$ cat src/rtl/ysyx_22040750_pkg.sv
// Shared definitions for the ysyx_22040750 pipeline: writeback source encodings,
// load-strobe layout and a lane-count helper.
package ysyx_22040750_pkg;

  localparam int unsigned XLEN = 64;

  // I_rstrb layout: [7:0] lane mask (already shifted to the offset), [8] sign-extend.
  localparam int unsigned RSTRB_SEXT = 8;

  typedef enum logic [1:0] {
    REGIN_ALU  = 2'b00,
    REGIN_CSR  = 2'b01,
    REGIN_LOAD = 2'b10
  } regin_e;

  function automatic logic [3:0] lane_popcount(input logic [7:0] mask);
    logic [3:0] cnt;
    cnt = '0;
    for (int unsigned i = 0; i < 8; i++) begin
      cnt = cnt + {3'b000, mask[i]};
    end
    return cnt;
  endfunction

endpackage

$ cat src/rtl/ysyx_22040750_load_align.sv
// Combinational load aligner: shifts raw 8-byte-aligned read data down to the access
// offset and zero/sign-extends according to the number of active byte lanes.
module ysyx_22040750_load_align
  import ysyx_22040750_pkg::*;
#(
  parameter int unsigned XLEN = 64
) (
  input  logic [XLEN-1:0] rdata_i,
  input  logic [2:0]      offset_i,
  input  logic [8:0]      rstrb_i,
  output logic [XLEN-1:0] result_o
);

  logic [XLEN-1:0] shifted;
  logic            sext;
  logic [3:0]      lanes;

  assign shifted = rdata_i >> {offset_i, 3'b000};
  assign sext    = rstrb_i[RSTRB_SEXT];
  assign lanes   = lane_popcount(rstrb_i[7:0]);

  // Malformed lane masks (popcount not 1/2/4) fall through to the raw shifted word.
  always_comb begin
    result_o = shifted;
    case (lanes)
      4'd1:    result_o = {{(XLEN-8){sext & shifted[7]}},   shifted[7:0]};
      4'd2:    result_o = {{(XLEN-16){sext & shifted[15]}}, shifted[15:0]};
      4'd4:    result_o = {{(XLEN-32){sext & shifted[31]}}, shifted[31:0]};
      default: result_o = shifted;
    endcase
  end

endmodule

$ cat src/rtl/ysyx_22040750_mem_wb_reg.sv
// MEM->WB pipeline register: captures retiring instructions, selects the writeback
// value and drives gated regfile/CSR write ports plus a one-cycle commit pulse.
module ysyx_22040750_mem_wb_reg
  import ysyx_22040750_pkg::*;
#(
  parameter int unsigned XLEN = ysyx_22040750_pkg::XLEN,
  parameter int unsigned PC_W = 32
) (
  input  logic            I_sys_clk,
  input  logic            I_rst_n,
  input  logic            I_MEM_WB_valid,
  input  logic            I_MEM_WB_allowout,
  output logic            O_MEM_WB_allowin,
  input  logic [PC_W-1:0] I_pc,
  input  logic [XLEN-1:0] I_alu_out,
  input  logic [XLEN-1:0] I_mem_rdata,
  input  logic [8:0]      I_rstrb,
  input  logic [1:0]      I_regin_sel,
  input  logic            I_reg_wen,
  input  logic [4:0]      I_rd_addr,
  input  logic [XLEN-1:0] I_csr,
  input  logic [11:0]     I_csr_addr,
  input  logic            I_csr_wen,
  input  logic [XLEN-1:0] I_csr_wdata,
  input  logic            I_csr_intr,
  input  logic [XLEN-1:0] I_csr_intr_no,
  input  logic            I_csr_mret,
  input  logic            I_fencei,
  input  logic [31:0]     I_inst_debug,
  input  logic            I_bubble_inst_debug,
  output logic [PC_W-1:0] O_pc,
  output logic            O_reg_wen,
  output logic [4:0]      O_rd_addr,
  output logic [XLEN-1:0] O_rd_data,
  output logic            O_csr_wen,
  output logic [11:0]     O_csr_addr,
  output logic [XLEN-1:0] O_csr_wdata,
  output logic            O_csr_intr,
  output logic [XLEN-1:0] O_csr_intr_no,
  output logic            O_csr_mret,
  output logic            O_fencei,
  output logic            O_fwd_valid,
  output logic            O_commit,
  output logic [31:0]     O_inst_debug,
  output logic            O_bubble_inst_debug
);

  logic            valid_q;
  logic            allowin;
  logic            fire;
  logic [XLEN-1:0] load_data;
  logic [XLEN-1:0] rd_data_d;
  regin_e          regin_sel;

  logic [PC_W-1:0] pc_q;
  logic [XLEN-1:0] rd_data_q;
  logic            reg_wen_q;
  logic [4:0]      rd_addr_q;
  logic            csr_wen_q;
  logic [11:0]     csr_addr_q;
  logic [XLEN-1:0] csr_wdata_q;
  logic            csr_intr_q;
  logic [XLEN-1:0] csr_intr_no_q;
  logic            csr_mret_q;
  logic            fencei_q;
  logic [31:0]     inst_q;
  logic            bubble_q;

  assign allowin = !valid_q || I_MEM_WB_allowout;
  assign fire    = I_MEM_WB_valid && allowin;

  ysyx_22040750_load_align #(
    .XLEN(XLEN)
  ) u_load_align (
    .rdata_i  (I_mem_rdata),
    .offset_i (I_alu_out[2:0]),
    .rstrb_i  (I_rstrb),
    .result_o (load_data)
  );

  assign regin_sel = regin_e'(I_regin_sel);

  // Both 1x encodings select the load path.
  always_comb begin
    rd_data_d = load_data;
    case (regin_sel)
      REGIN_ALU: rd_data_d = I_alu_out;
      REGIN_CSR: rd_data_d = I_csr;
      default:   rd_data_d = load_data;
    endcase
  end

  always_ff @(posedge I_sys_clk or negedge I_rst_n) begin
    if (!I_rst_n) begin
      valid_q       <= 1'b0;
      pc_q          <= '0;
      rd_data_q     <= '0;
      reg_wen_q     <= 1'b0;
      rd_addr_q     <= '0;
      csr_wen_q     <= 1'b0;
      csr_addr_q    <= '0;
      csr_wdata_q   <= '0;
      csr_intr_q    <= 1'b0;
      csr_intr_no_q <= '0;
      csr_mret_q    <= 1'b0;
      fencei_q      <= 1'b0;
      inst_q        <= '0;
      bubble_q      <= 1'b0;
    end else begin
      if (allowin) begin
        valid_q <= I_MEM_WB_valid;
      end
      if (fire) begin
        pc_q          <= I_pc;
        rd_data_q     <= rd_data_d;
        reg_wen_q     <= I_reg_wen;
        rd_addr_q     <= I_rd_addr;
        csr_wen_q     <= I_csr_wen;
        csr_addr_q    <= I_csr_addr;
        csr_wdata_q   <= I_csr_wdata;
        csr_intr_q    <= I_csr_intr;
        csr_intr_no_q <= I_csr_intr_no;
        csr_mret_q    <= I_csr_mret;
        fencei_q      <= I_fencei;
        inst_q        <= I_inst_debug;
        bubble_q      <= I_bubble_inst_debug;
      end
    end
  end

  assign O_MEM_WB_allowin = allowin;

  assign O_pc                = pc_q;
  assign O_rd_addr           = rd_addr_q;
  assign O_rd_data           = rd_data_q;
  assign O_csr_addr          = csr_addr_q;
  assign O_csr_wdata         = csr_wdata_q;
  assign O_csr_intr_no       = csr_intr_no_q;
  assign O_inst_debug        = inst_q;
  assign O_bubble_inst_debug = bubble_q;

  // A trap takes precedence over the instruction's own GPR/CSR writes.
  assign O_reg_wen   = valid_q && reg_wen_q && (rd_addr_q != 5'd0) && !csr_intr_q;
  assign O_csr_wen   = valid_q && csr_wen_q && !csr_intr_q;
  assign O_csr_intr  = valid_q && csr_intr_q;
  assign O_csr_mret  = valid_q && csr_mret_q;
  assign O_fencei    = valid_q && fencei_q;
  assign O_fwd_valid = O_reg_wen;

  // Commit only on the cycle the instruction actually leaves, so stalls never repeat it.
  assign O_commit = valid_q && !bubble_q && I_MEM_WB_allowout;

endmodule

$ cat config.mk
export PLATFORM = sky130hd
export DESIGN_NAME = ysyx_22040750_mem_wb_reg
export DESIGN_NICKNAME = d
export VERILOG_FILES = /design/src/rtl/ysyx_22040750_pkg.sv /design/src/rtl/ysyx_22040750_load_align.sv /design/src/rtl/ysyx_22040750_mem_wb_reg.sv
export SDC_FILE = /design/constraint.sdc
export NUM_CORES = 1
export LEC_CHECK = 0
export BUFFER_PORTS_ARGS = -buffer_cell sky130_fd_sc_hd__buf_2
export CAP_MARGIN = 20
export CORE_AREA = 2 2 270 272
export DETAILED_ROUTE_END_ITERATION = 6
export DIE_AREA = 0 0 272 274
export PLACE_DENSITY = 0.48
export SLEW_MARGIN = 40
export SYNTH_ARGS = -nofsm -noshare
export SYNTH_HDL_FRONTEND = slang
export SYNTH_HIERARCHICAL = 1
export SYNTH_SLANG_ARGS = --single-unit
$ cat constraint.sdc
create_clock -name I_sys_clk -period 1.65 [get_ports I_sys_clk]
set_input_delay 0.4125 -clock I_sys_clk [delete_from_list [all_inputs] [get_ports I_sys_clk]]
set_output_delay 0.4125 -clock I_sys_clk [all_outputs]
set_load 0.02 [all_outputs]
==> results.sh, run 1 <==
export IMPL_fillers=7419
export IMPL_hpwl_um=50490
export IMPL_outcome="finished, violations left"
export IMPL_cp_max_fo=13
export IMPL_grt_max_degree=66
export IMPL_cts_num_sinks=280
export IMPL_power_leakage_nw=11.48
export IMPL_drt_pass1_iterations=5
export IMPL_finalWeightedCongestion=0.8518
export IMPL_cp_start_kind="input pin"
export IMPL_fin_nets=2580
export IMPL_netlist_area_um2=14620
export IMPL_overflow=0
export IMPL_ant_nets=0
export IMPL_vias_per_cell=4.367
export IMPL_clockBufferDepth=3
export IMPL_die_h_um=274
export IMPL_violations="setup timing"
export IMPL_hold_class="input pin to flop"
export IMPL_vias=13710
export IMPL_htreeDepth=2
export IMPL_power_density_nw_per_um2=1106
export IMPL_grt_pass1_vias=14080
export IMPL_layout_drive_gt1_share_pct=59.90
export IMPL_grt_pass1_wl_um=92160
export IMPL_path_common_cell="fa_1"
export IMPL_finalHoldViolCount=0
export IMPL_peakVddDrop_mv=0.5604
export IMPL_synth_seq_cells=280
export IMPL_synth_warnings=6
export IMPL_initial_core_util_pct=20.31
export IMPL_synth_most_common_cell="dfrtp_1"
export IMPL_die_w_um=272
export IMPL_fmax_ghz=0.2701
export IMPL_wl_um=66230
export IMPL_syn_instance_count=1248
export IMPL_dieArea_um2=74530
export IMPL_slew_violations=0
export IMPL_path_class="input pin to flop"
export IMPL_syn_to_final_growth_pct=62.18
export IMPL_async_reset_ff_share_pct=100.0
export IMPL_antenna_found_initial=4
export IMPL_synthTopCellsByCount="280 x dfrtp_1, 130 x mux2_1, 98 x mux2_2"
export IMPL_rows=99
export IMPL_coreArea_um2=71970
export IMPL_critPathSlowestCell="fa_1"
export IMPL_path_cells="buf_8 > inv_8 > fa_1 > fa_1 > fa_1 > inv_2 > ha_4 > inv_2 > fa_2 > nor2_1 > nand2_1 > a2111oi_4 > nor2_2 > buf_12 > buf_6 > o21ai_0 > nand2b_1 > nand3_1 > o2bb2ai_2"
export IMPL_fin_skew_ns=0.01560
export IMPL_crit_required_ns=2.10
export IMPL_synth_area_top_cells="dfrtp_1 48%, mux2_1 10%, mux2_2 7.5%"
export IMPL_fin_crit_ns=3.702
export IMPL_drc=0
export IMPL_cts_buffers=36
export IMPL_rsz0062_at_grt="yes"
export IMPL_ios=704
export IMPL_relSlewSlack_pct=52.47
export IMPL_syn_nets=1677
export IMPL_cap_violations=0
export IMPL_wire_per_inst_um=21.10
export IMPL_cts_tree="yes"
export IMPL_root_buffer="clkbuf_16"
export IMPL_yosys_area_top_type="dfrtp_1"
export IMPL_port_buffers=703
export IMPL_finalCritPeriodShare_pct=224.4
export IMPL_clkSlewWorstSetupHoldPaths_ns=0.07
export IMPL_setup_slack_ns=-2.052
export IMPL_end_kind="flop"
export IMPL_synth_cell_types=49
export IMPL_synth_ff_type="dfrtp_1"
export IMPL_fin_setup_tns_ns=-120.57
export IMPL_crit_path_max_incr_delay_ns=0.55
export IMPL_finalSetupViolCount=209
export IMPL_clock_latency_ns=0.53
export IMPL_avgSynthCellArea_um2=11.71
export IMPL_power_mw=26.22
export IMPL_synth_top_area_share_pct=47.93
export IMPL_first_iter_violations=708
export IMPL_ys_seq_area_share_pct=47.93
export IMPL_tightest_slew_ns=0.7087
export IMPL_synth_edf_count=0
export IMPL_grt_usage_pct=16.46
export IMPL_cp_arrival_ns=4.15
==> per-layer routing <==
layer / global-route usage, % / part of all wire, % / up-vias
li1: - / - / 6327
met1: 21.22 / 43 / 6785
met2: 27.78 / 48 / 506
met3: 3.442 / 6.0 / 87
met4: 4.656 / 2.4 / 2
met5: 0 / 0.018 / -
==> cell usage in the layout (no fill, tap or decap), types with 32 or more instances in the layout <==
master	count
a211oi_1	70
buf_12	33
buf_2	687
buf_4	181
buf_6	32
clkbuf_16	47
dfrtp_1	276
mux2_1	66
mux2_2	95
mux2_4	78
mux2i_1	45
nand2_1	63
nand2b_1	62
nand3_1	60
nor2b_1	55
o2bb2ai_1	40
==> sequential cells by signal, indices dropped and copies added, names as in the netlist <==
name / count
fencei_q: 1
O_csr_intr_no: 64
O_pc: 32
reg_wen_q: 1
csr_wen_q: 1
O_csr_addr: 12
O_rd_addr: 5
csr_mret_q: 1
O_rd_data: 64
valid_q: 1
O_bubble_inst_debug: 1
O_csr_wdata: 64
csr_intr_q: 1
O_inst_debug: 32
==> cells by family after synthesis <==
family	share of synthesized area, %
buffers and inverters	4.998
xor gates and xnor gates	0.1198
AOI/OAI and AO/OA	11.93
muxes	22.89
adders and majority gates	0.8046
and+or+nand+nor	11.33
DFF	47.93
==> path summary, 6_finish.rpt <==
path,startpoint,end,slack [ns],cells after the start
worst max-delay path,I_rstrb[0],O_rd_data[20],-2.05,19
worst min-delay path,I_csr_addr[3],O_csr_addr[3],0.08,2
worst max register to register,valid_q,O_csr_wdata[4],-0.13,8
worst min register to register,O_rd_data[46],O_rd_data[46],0.48,1
max in group asynchronous,I_rst_n,O_csr_intr_no[34],0.62,3
min in group asynchronous,I_rst_n,O_pc[10],0.36,2
==> worst max-delay path: cells and delay by family <==
family	cells	cell delay, ns
buf+inv	6	0.50
fa+ha+maj	5	2.12
simple gates	5	0.50
compound gates	3	0.60
==> through the flow <==
stage | hold WS [ns] | setup WS (ns) | cells | util, % | area (µm²)
after floorplan | 0.1169 | -2.318 | 1248 | - | 14810
after global placement | 0.3413 | -2.712 | 3010 | 28.67 | 20630
after detailed placement | 0.3493 | -2.803 | 3010 | 28.68 | 20640
after CTS | 0.03873 | -2.024 | 3098 | 31.61 | 22750
after global routing | 0.05704 | -2.153 | 3137 | 32.94 | 23700
final | 0.08193 | -2.052 | 3139 | 32.94 | 23710
==> where the power goes <==
part	internal [mW]	total, mW	switching, mW
logic	4.25	9.26	5.01
clock network	5.09	8.26	3.17
registers	7.98	8.70	0.717
total	17.3	26.2	8.89
==> repair_timing <==
item | 4_1_cts | 5_1_grt
pin swaps | 16 | 11
endpoints found under the hold margin | 28 | 0
buffers inserted | 13 | 26
hold buffers | 1 | 0
resized for setup | 123 | 125
cloned | 10 | 17
setup endpoints to repair | 99 | 286
==> area by class of cell <==
class / instances / area, µm² / share of cell area [%]
tap: 959 / 1200 / 5.061
sequential: 280 / 7012 / 29.57
multi-input combinational: 855 / 7706 / 32.50
clock buffer: 45 / 997.2 / 4.206
inverter: 16 / 67.56 / 0.2850
clock inverter: 19 / 250.2 / 1.055
antenna: 3 / 7.507 / 0.03166
timing repair buffer: 962 / 6469 / 27.28
Power figures use the tool's default switching activity.
==> inputs of run 2 (changes only) <==
--- a/config.mk
+++ b/config.mk
@@ -5,11 +5,12 @@
 export SDC_FILE = /design/constraint.sdc
 export NUM_CORES = 1
 export LEC_CHECK = 0
+export ABC_AREA = 1
 export BUFFER_PORTS_ARGS = -buffer_cell sky130_fd_sc_hd__buf_2
 export CAP_MARGIN = 20
-export CORE_AREA = 2 2 270 272
+export CORE_AREA = 2 2 272 274
 export DETAILED_ROUTE_END_ITERATION = 6
-export DIE_AREA = 0 0 272 274
+export DIE_AREA = 0 0 274 276
 export PLACE_DENSITY = 0.48
 export SLEW_MARGIN = 40
 export SYNTH_ARGS = -nofsm -noshare
==> results.sh, run 2 <==
export IMPL_outcome="finished, violations left"
export IMPL_violations="setup timing"
export IMPL_wl_um=80330
export IMPL_cp_arrival_ns=3.90
export IMPL_antenna_found_initial=19
export IMPL_synth_warnings=6
export IMPL_netlist_area_um2=14800
export IMPL_clock_latency_ns=0.54
export IMPL_root_buffer="clkbuf_16"
export IMPL_avgSynthCellArea_um2=7.057
export IMPL_power_internal_mw=16.09
export IMPL_hpwl_um=57850
export IMPL_first_iter_violations=1014
export IMPL_syn_instance_count=2097
export IMPL_end_kind="flop"
export IMPL_r2r_start="valid_q"
export IMPL_synthTopCellsByCount="1,061 x nand2_1, 280 x dfrtp_1, 213 x nor2_1"
export IMPL_pwr_share_seq_pct=33.4
export IMPL_syn_to_final_growth_pct=64.50
export IMPL_layout_common_cells="842 x nand2_1, 687 x buf_2, 277 x dfrtp_1, 198 x nor2_1, 168 x nand3_1"
export IMPL_ant_nets=0
export IMPL_rsz0062_at_grt="yes"
export IMPL_path_class="input pin to flop"
export IMPL_synth_seq_cells=280
export IMPL_clockBufferDepth=3
export IMPL_power_switching_mw=9.954
export IMPL_power_density_nw_per_um2=1070
export IMPL_power_leakage_nw=13.34
export IMPL_htreeDepth=2
export IMPL_cp_max_fo=8
export IMPL_finalHoldViolCount=0
export IMPL_final_util_pct=33.54
export IMPL_initial_core_util_pct=20.39
export IMPL_hold_class="input pin to flop"
export IMPL_synth_most_common_cell="nand2_1"
export IMPL_grt_pass1_wl_um=106500
export IMPL_finalWeightedCongestion=0.8783
export IMPL_peakVddDrop_mv=0.6773
export IMPL_cts_num_sinks=280
export IMPL_cts_buffers=35
export IMPL_die_w_um=274
export IMPL_fmax_ghz=0.2877
export IMPL_cp_start_kind="input pin"
export IMPL_synth_edf_count=0
export IMPL_startpoint="I_rstrb[0]"
export IMPL_yosys_area_top_type="dfrtp_1"
export IMPL_synth_area_top_cells="dfrtp_1 47%, nand2_1 27%, nand3_1 7.1%"
export IMPL_drt_pass1_iterations=5
export IMPL_cts_tree="yes"
export IMPL_dieArea_um2=75620
export IMPL_slew_violations=0
export IMPL_port_buffers=703
export IMPL_wire_per_inst_um=20.52
export IMPL_drc=0
export IMPL_fin_crit_ns=3.476
export IMPL_synth_cell_types=32
export IMPL_combPwrFrac_pct=37.9
export IMPL_synth_ff_type="dfrtp_1"
export IMPL_swShare_pct=38.22
export IMPL_finalSetupViolCount=137
export IMPL_worstRegToRegCells=9
export IMPL_r2r_end="O_csr_intr_no[52]"
export IMPL_crit_required_ns=2.08
export IMPL_r2r_slack_ns=-0.06
export IMPL_grt_pass1_vias=16210
export IMPL_fin_skew_ns=0.01310
export IMPL_finalCritPeriodShare_pct=210.7
export IMPL_cap_violations=0
export IMPL_rows=99
export IMPL_ios=704
export IMPL_layout_drive_gt1_share_pct=44.59
export IMPL_syn_nets=2526
export IMPL_overflow=0
export IMPL_vias_per_cell=4.342
export IMPL_die_h_um=276
export IMPL_fin_nets=3354
export IMPL_relSlewSlack_pct=58.40
export IMPL_grt_max_degree=89
export IMPL_coreArea_um2=72590
export IMPL_hold_ws_ns=0.06167
export IMPL_tightest_slew_ns=0.6175
export IMPL_async_reset_ff_share_pct=100.0
export IMPL_ys_seq_area_share_pct=47.35
export IMPL_endpoint="O_rd_data[25]"
export IMPL_vias=17000
export IMPL_synth_top_area_share_pct=47.35
export IMPL_clkSlewWorstSetupHoldPaths_ns=0.06
export IMPL_clkPwrFrac_pct=28.7
export IMPL_final_common_cell="nand2_1"
export IMPL_setup_slack_ns=-1.826
export IMPL_grt_usage_pct=18.83
==> run 2: logic make-up (layout without fill, tap and decap cells) <==
family	Yosys count	after routing	share of synthesized area, %
buffers and inverters	189	1040	6.781
and+or+nand+nor	1554	1555	42.50
adders and majority gates	7	7	0.7948
other	0	7	0
AOI/OAI and AO/OA	67	67	2.570
DFF	280	280	47.35
==> run 2: layout make-up <==
type | count | area (µm²)
Tap cell | 959 | 1200
Inverter | 45 | 222.7
Antenna cell | 7 | 17.52
Timing Repair inverter | 3 | 61.31
Fill cell | 7845 | 48250
Sequential cell | 280 | 7010
Timing Repair Buffer | 931 | 6661
Clock inverter | 11 | 78.83
Multi-Input combinational cell | 1629 | 8087
Clock buffer | 50 | 1003
==> run 2: worst min path at each step <==
stage / startpoint / endpoint / cells after the start / slack [ns]
floorplan: I_rst_n / O_bubble_inst_debug / 0 / 0.12
global placement: I_rst_n / O_csr_wdata[29] / 1 / 0.30
detailed placement: I_rst_n / O_csr_wdata[29] / 1 / 0.30
CTS: I_csr_intr_no[13] / O_csr_intr_no[13] / 3 / 0.01
global route: I_csr_wen / csr_wen_q / 3 / 0.04
finish: I_csr_wdata[16] / O_csr_wdata[16] / 3 / 0.06
==> run 2: worst max-delay path, cell delays in order <==
cell	delay (ns)
buf_8	0.08
inv_8	0.02
fa_1	0.55
fa_1	0.43
fa_1	0.43
inv_1	0.07
ha_2	0.17
inv_2	0.04
fa_2	0.35
inv_2	0.06
nand2_2	0.06
buf_6	0.12
nand2_4	0.09
buf_6	0.10
o211ai_4	0.09
buf_6	0.16
buf_16	0.15
buf_12	0.13
nand2_4	0.06
nand2_2	0.05
nand2_1	0.06
nand3_1	0.06
nor2_1	0.10
nor2_1	0.05
==> run 2: timing repair <==
item | CTS | global route
endpoints found under the setup margin | 66 | 209
hold endpoints to repair | 22 | 0
gates resized for setup | 118 | 378
pin swaps | 63 | 167
hold buffers | 1 | 0
cloned | 4 | 44
buffers inserted | 10 | 12
==> run 2: metrics by stage <==
step	area (µm²)	cells	total power, mW	setup TNS (ns)	worst slack (ns)
6_report	24340	3915	26.04	-101.06	-1.826
3_5_place_dp	20410	3779	16.67	-142.88	-2.558
2_1_floorplan	14860	2097	12.95	-111.15	-2.022
4_1_cts	22060	3854	25.04	-100.39	-1.803
3_3_place_gp	20400	3779	16.67	-154.68	-2.960
5_1_grt	24330	3911	27.43	-119.93	-1.938
==> run 2: routing by layer <==
layer  vias to the layer above  routed length [µm]  share of wire, %  track usage (%)
met1                      7968               31360                39            21.56
li1                       8232                   -                 -                -
met2                       667               41160                51            34.31
met4                        12                2537               3.2            6.550
met5                         -                  75             0.093                0
met3                       119                5201               6.5            3.908
==> run 2: power by group through the flow <==
stage / clock [mW] / combinational, mW / sequential (mW)
floorplan: 0 / 3.06 / 9.89
global placement: 0 / 8.03 / 8.65
detailed placement: 0 / 8.02 / 8.65
CTS: 7.75 / 8.73 / 8.55
global route: 8.01 / 10.6 / 8.82
finish: 7.47 / 9.86 / 8.71
==> inputs of run 3 (changes only) <==
==> constraint.sdc (replaced) <==
create_clock -name I_sys_clk -period 1.65 [get_ports I_sys_clk]
set_input_delay 0.4125 -clock I_sys_clk [delete_from_list [all_inputs] [get_ports I_sys_clk]]
set_output_delay 0.4125 -clock I_sys_clk [all_outputs]
set_load 0.01 [all_outputs]
==> results.sh, run 3 (same netlist as run 2, synthesis figures left out) <==
export IMPL_path_class="input pin to flop"
export IMPL_power_mw=24.65
export IMPL_initial_core_util_pct=20.39
export IMPL_antenna_found_initial=12
export IMPL_ant_nets=0
export IMPL_port_buffers=703
export IMPL_root_buffer="clkbuf_16"
export IMPL_cp_max_fo=5
export IMPL_grt_max_degree=52
export IMPL_clock_latency_ns=0.55
export IMPL_relSlewSlack_pct=58.37
export IMPL_fin_area_um2=22620
export IMPL_fin_nets=3323
export IMPL_ios=704
export IMPL_cp_arrival_ns=3.97
export IMPL_clockBufferDepth=3
export IMPL_die_h_um=276
export IMPL_cts_tree="yes"
export IMPL_coreArea_um2=72590
export IMPL_htreeDepth=2
export IMPL_peakVddDrop_mv=0.5654
export IMPL_hpwl_um=56420
export IMPL_layout_common_cells="1,044 x nand2_1, 694 x buf_2, 280 x dfrtp_1, 203 x nor2_1, 169 x nand3_1"
export IMPL_end_kind="flop"
export IMPL_vias_per_cell=4.252
export IMPL_fillers=7983
export IMPL_crit_required_ns=2.12
export IMPL_fin_skew_ns=0.01638
export IMPL_grt_pass1_wl_um=101700
export IMPL_hold_class="input pin to flop"
export IMPL_layout_drive_gt1_share_pct=36.77
export IMPL_syn_to_final_growth_pct=52.85
export IMPL_cap_violations=0
export IMPL_place_area_um2=20630
export IMPL_violations="setup timing"
export IMPL_tightest_slew_ns=0.6197
export IMPL_grt_pass1_vias=15940
export IMPL_wire_per_inst_um=18.34
export IMPL_cts_num_sinks=280
export IMPL_dp_worst_setup_slack_ns=-2.463
export IMPL_power_leakage_nw=12.63
export IMPL_drt_pass1_iterations=6
export IMPL_die_w_um=274
export IMPL_final_util_pct=31.16
export IMPL_wl_um=71210
export IMPL_dieArea_um2=75620
export IMPL_slew_violations=0
export IMPL_fmax_ghz=0.2857
export IMPL_clkSlewWorstSetupHoldPaths_ns=0.06
export IMPL_outcome="finished, violations left"
export IMPL_rows=99
export IMPL_overflow=0
export IMPL_final_common_cell="nand2_1"
export IMPL_finalSetupViolCount=64
export IMPL_finalWeightedCongestion=0.8843
export IMPL_drc=0
export IMPL_fin_crit_ns=3.500
export IMPL_power_density_nw_per_um2=1090
export IMPL_setup_slack_ns=-1.850
export IMPL_rsz0062_at_grt="yes"
export IMPL_finalHoldViolCount=0
export IMPL_first_iter_violations=1092
export IMPL_cts_buffers=36
export IMPL_vias=16510
export IMPL_finalCritPeriodShare_pct=212.1
export IMPL_cp_start_kind="input pin"
export IMPL_grt_usage_pct=17.94
==> run 3: cell types whose count changed in the layout (fill, tap and decap cells not counted), moves of 7 or more <==
| cell | previous run | this run |
|---|---|---|
| nand2_2 | 161 | 27 |
| buf_16 | 12 | 3 |
| buf_6 | 38 | 24 |
| nand2_4 | 74 | 6 |
| buf_4 | 116 | 134 |
| clkbuf_16 | 62 | 41 |
| buf_2 | 687 | 694 |
| nand2_1 | 842 | 1044 |
==> run 3: routing by layer <==
metal | routed length [µm] | vias up | global-route usage [%]
met4 | 2400 | 14 | 5.825
met5 | 89 | - | 0
met1 | 28070 | 7606 | 20.88
met3 | 4900 | 108 | 3.926
li1 | - | 8158 | -
met2 | 35750 | 623 | 32.32
==> run 3: timing repair <==
action                     in CTS  in global routing
setup endpoints to repair      69                106
gates resized for setup        51                 74
hold endpoints to repair       24                  0
setup buffers                   7                  9
hold buffers                    1                  0
gates cloned                    4                  4
pin swaps                      27                 46
==> run 3: final timing paths <==
check                             startpoint           endpoint  slack, ns  cells after the start
setup / recovery                  I_rstrb[3]      O_rd_data[28]      -1.85                     22
hold / removal             I_csr_intr_no[31]  O_csr_intr_no[31]       0.05                      3
setup reg to reg                     valid_q      O_rd_data[43]       0.06                      9
hold reg to reg             O_inst_debug[13]   O_inst_debug[13]       0.47                      2
max in group asynchronous            I_rst_n   O_inst_debug[14]       0.62                      3
min in group asynchronous            I_rst_n    O_csr_wdata[28]       0.38                      2
==> run 3: per-stage QoR <==
stage | TNS [ns] | hold WS, ns | std cells
after floorplan | -110.59 | 0.1169 | 2097
after global placement | -134.97 | 0.3571 | 3794
after detailed placement | -134.72 | 0.3591 | 3794
after CTS | -101.38 | 0.009285 | 3870
after global routing | -110.01 | 0.02188 | 3882
final | -100.52 | 0.04780 | 3883
==> run 3: layout make-up <==
type	count	area [µm²]	share of cell area, %
Clock buffer	49	1020	4.508
Sequential cell	280	7007	30.98
Clock inverter	16	221.5	0.9791
Multi-Input combinational cell	1628	7182	31.75
Timing Repair Buffer	903	5783	25.57
Tap cell	959	1200	5.305
Antenna cell	3	7.507	0.03319
Inverter	45	198.9	0.8795
==> run 3: worst max-delay path: stages <==
cell	delay (ns)
buf_2	0.10
inv_2	0.07
fa_1	0.42
fa_1	0.53
fa_1	0.42
inv_1	0.07
ha_2	0.19
inv_2	0.04
fa_1	0.47
buf_4	0.16
nor2_4	0.11
nand3_1	0.11
nor2_2	0.14
nand2_4	0.10
nand2_2	0.09
inv_4	0.06
buf_4	0.14
nand2_2	0.05
nand2_1	0.05
nand3_1	0.10
nor2_1	0.05
nor2_1	0.08
==> run 3: power breakdown <==
part	switching, mW	internal (mW)	leakage (nW)
clock	3.31	5.01	0.603
sequential	0.603	7.93	3.38
combinational	4.55	3.25	8.64
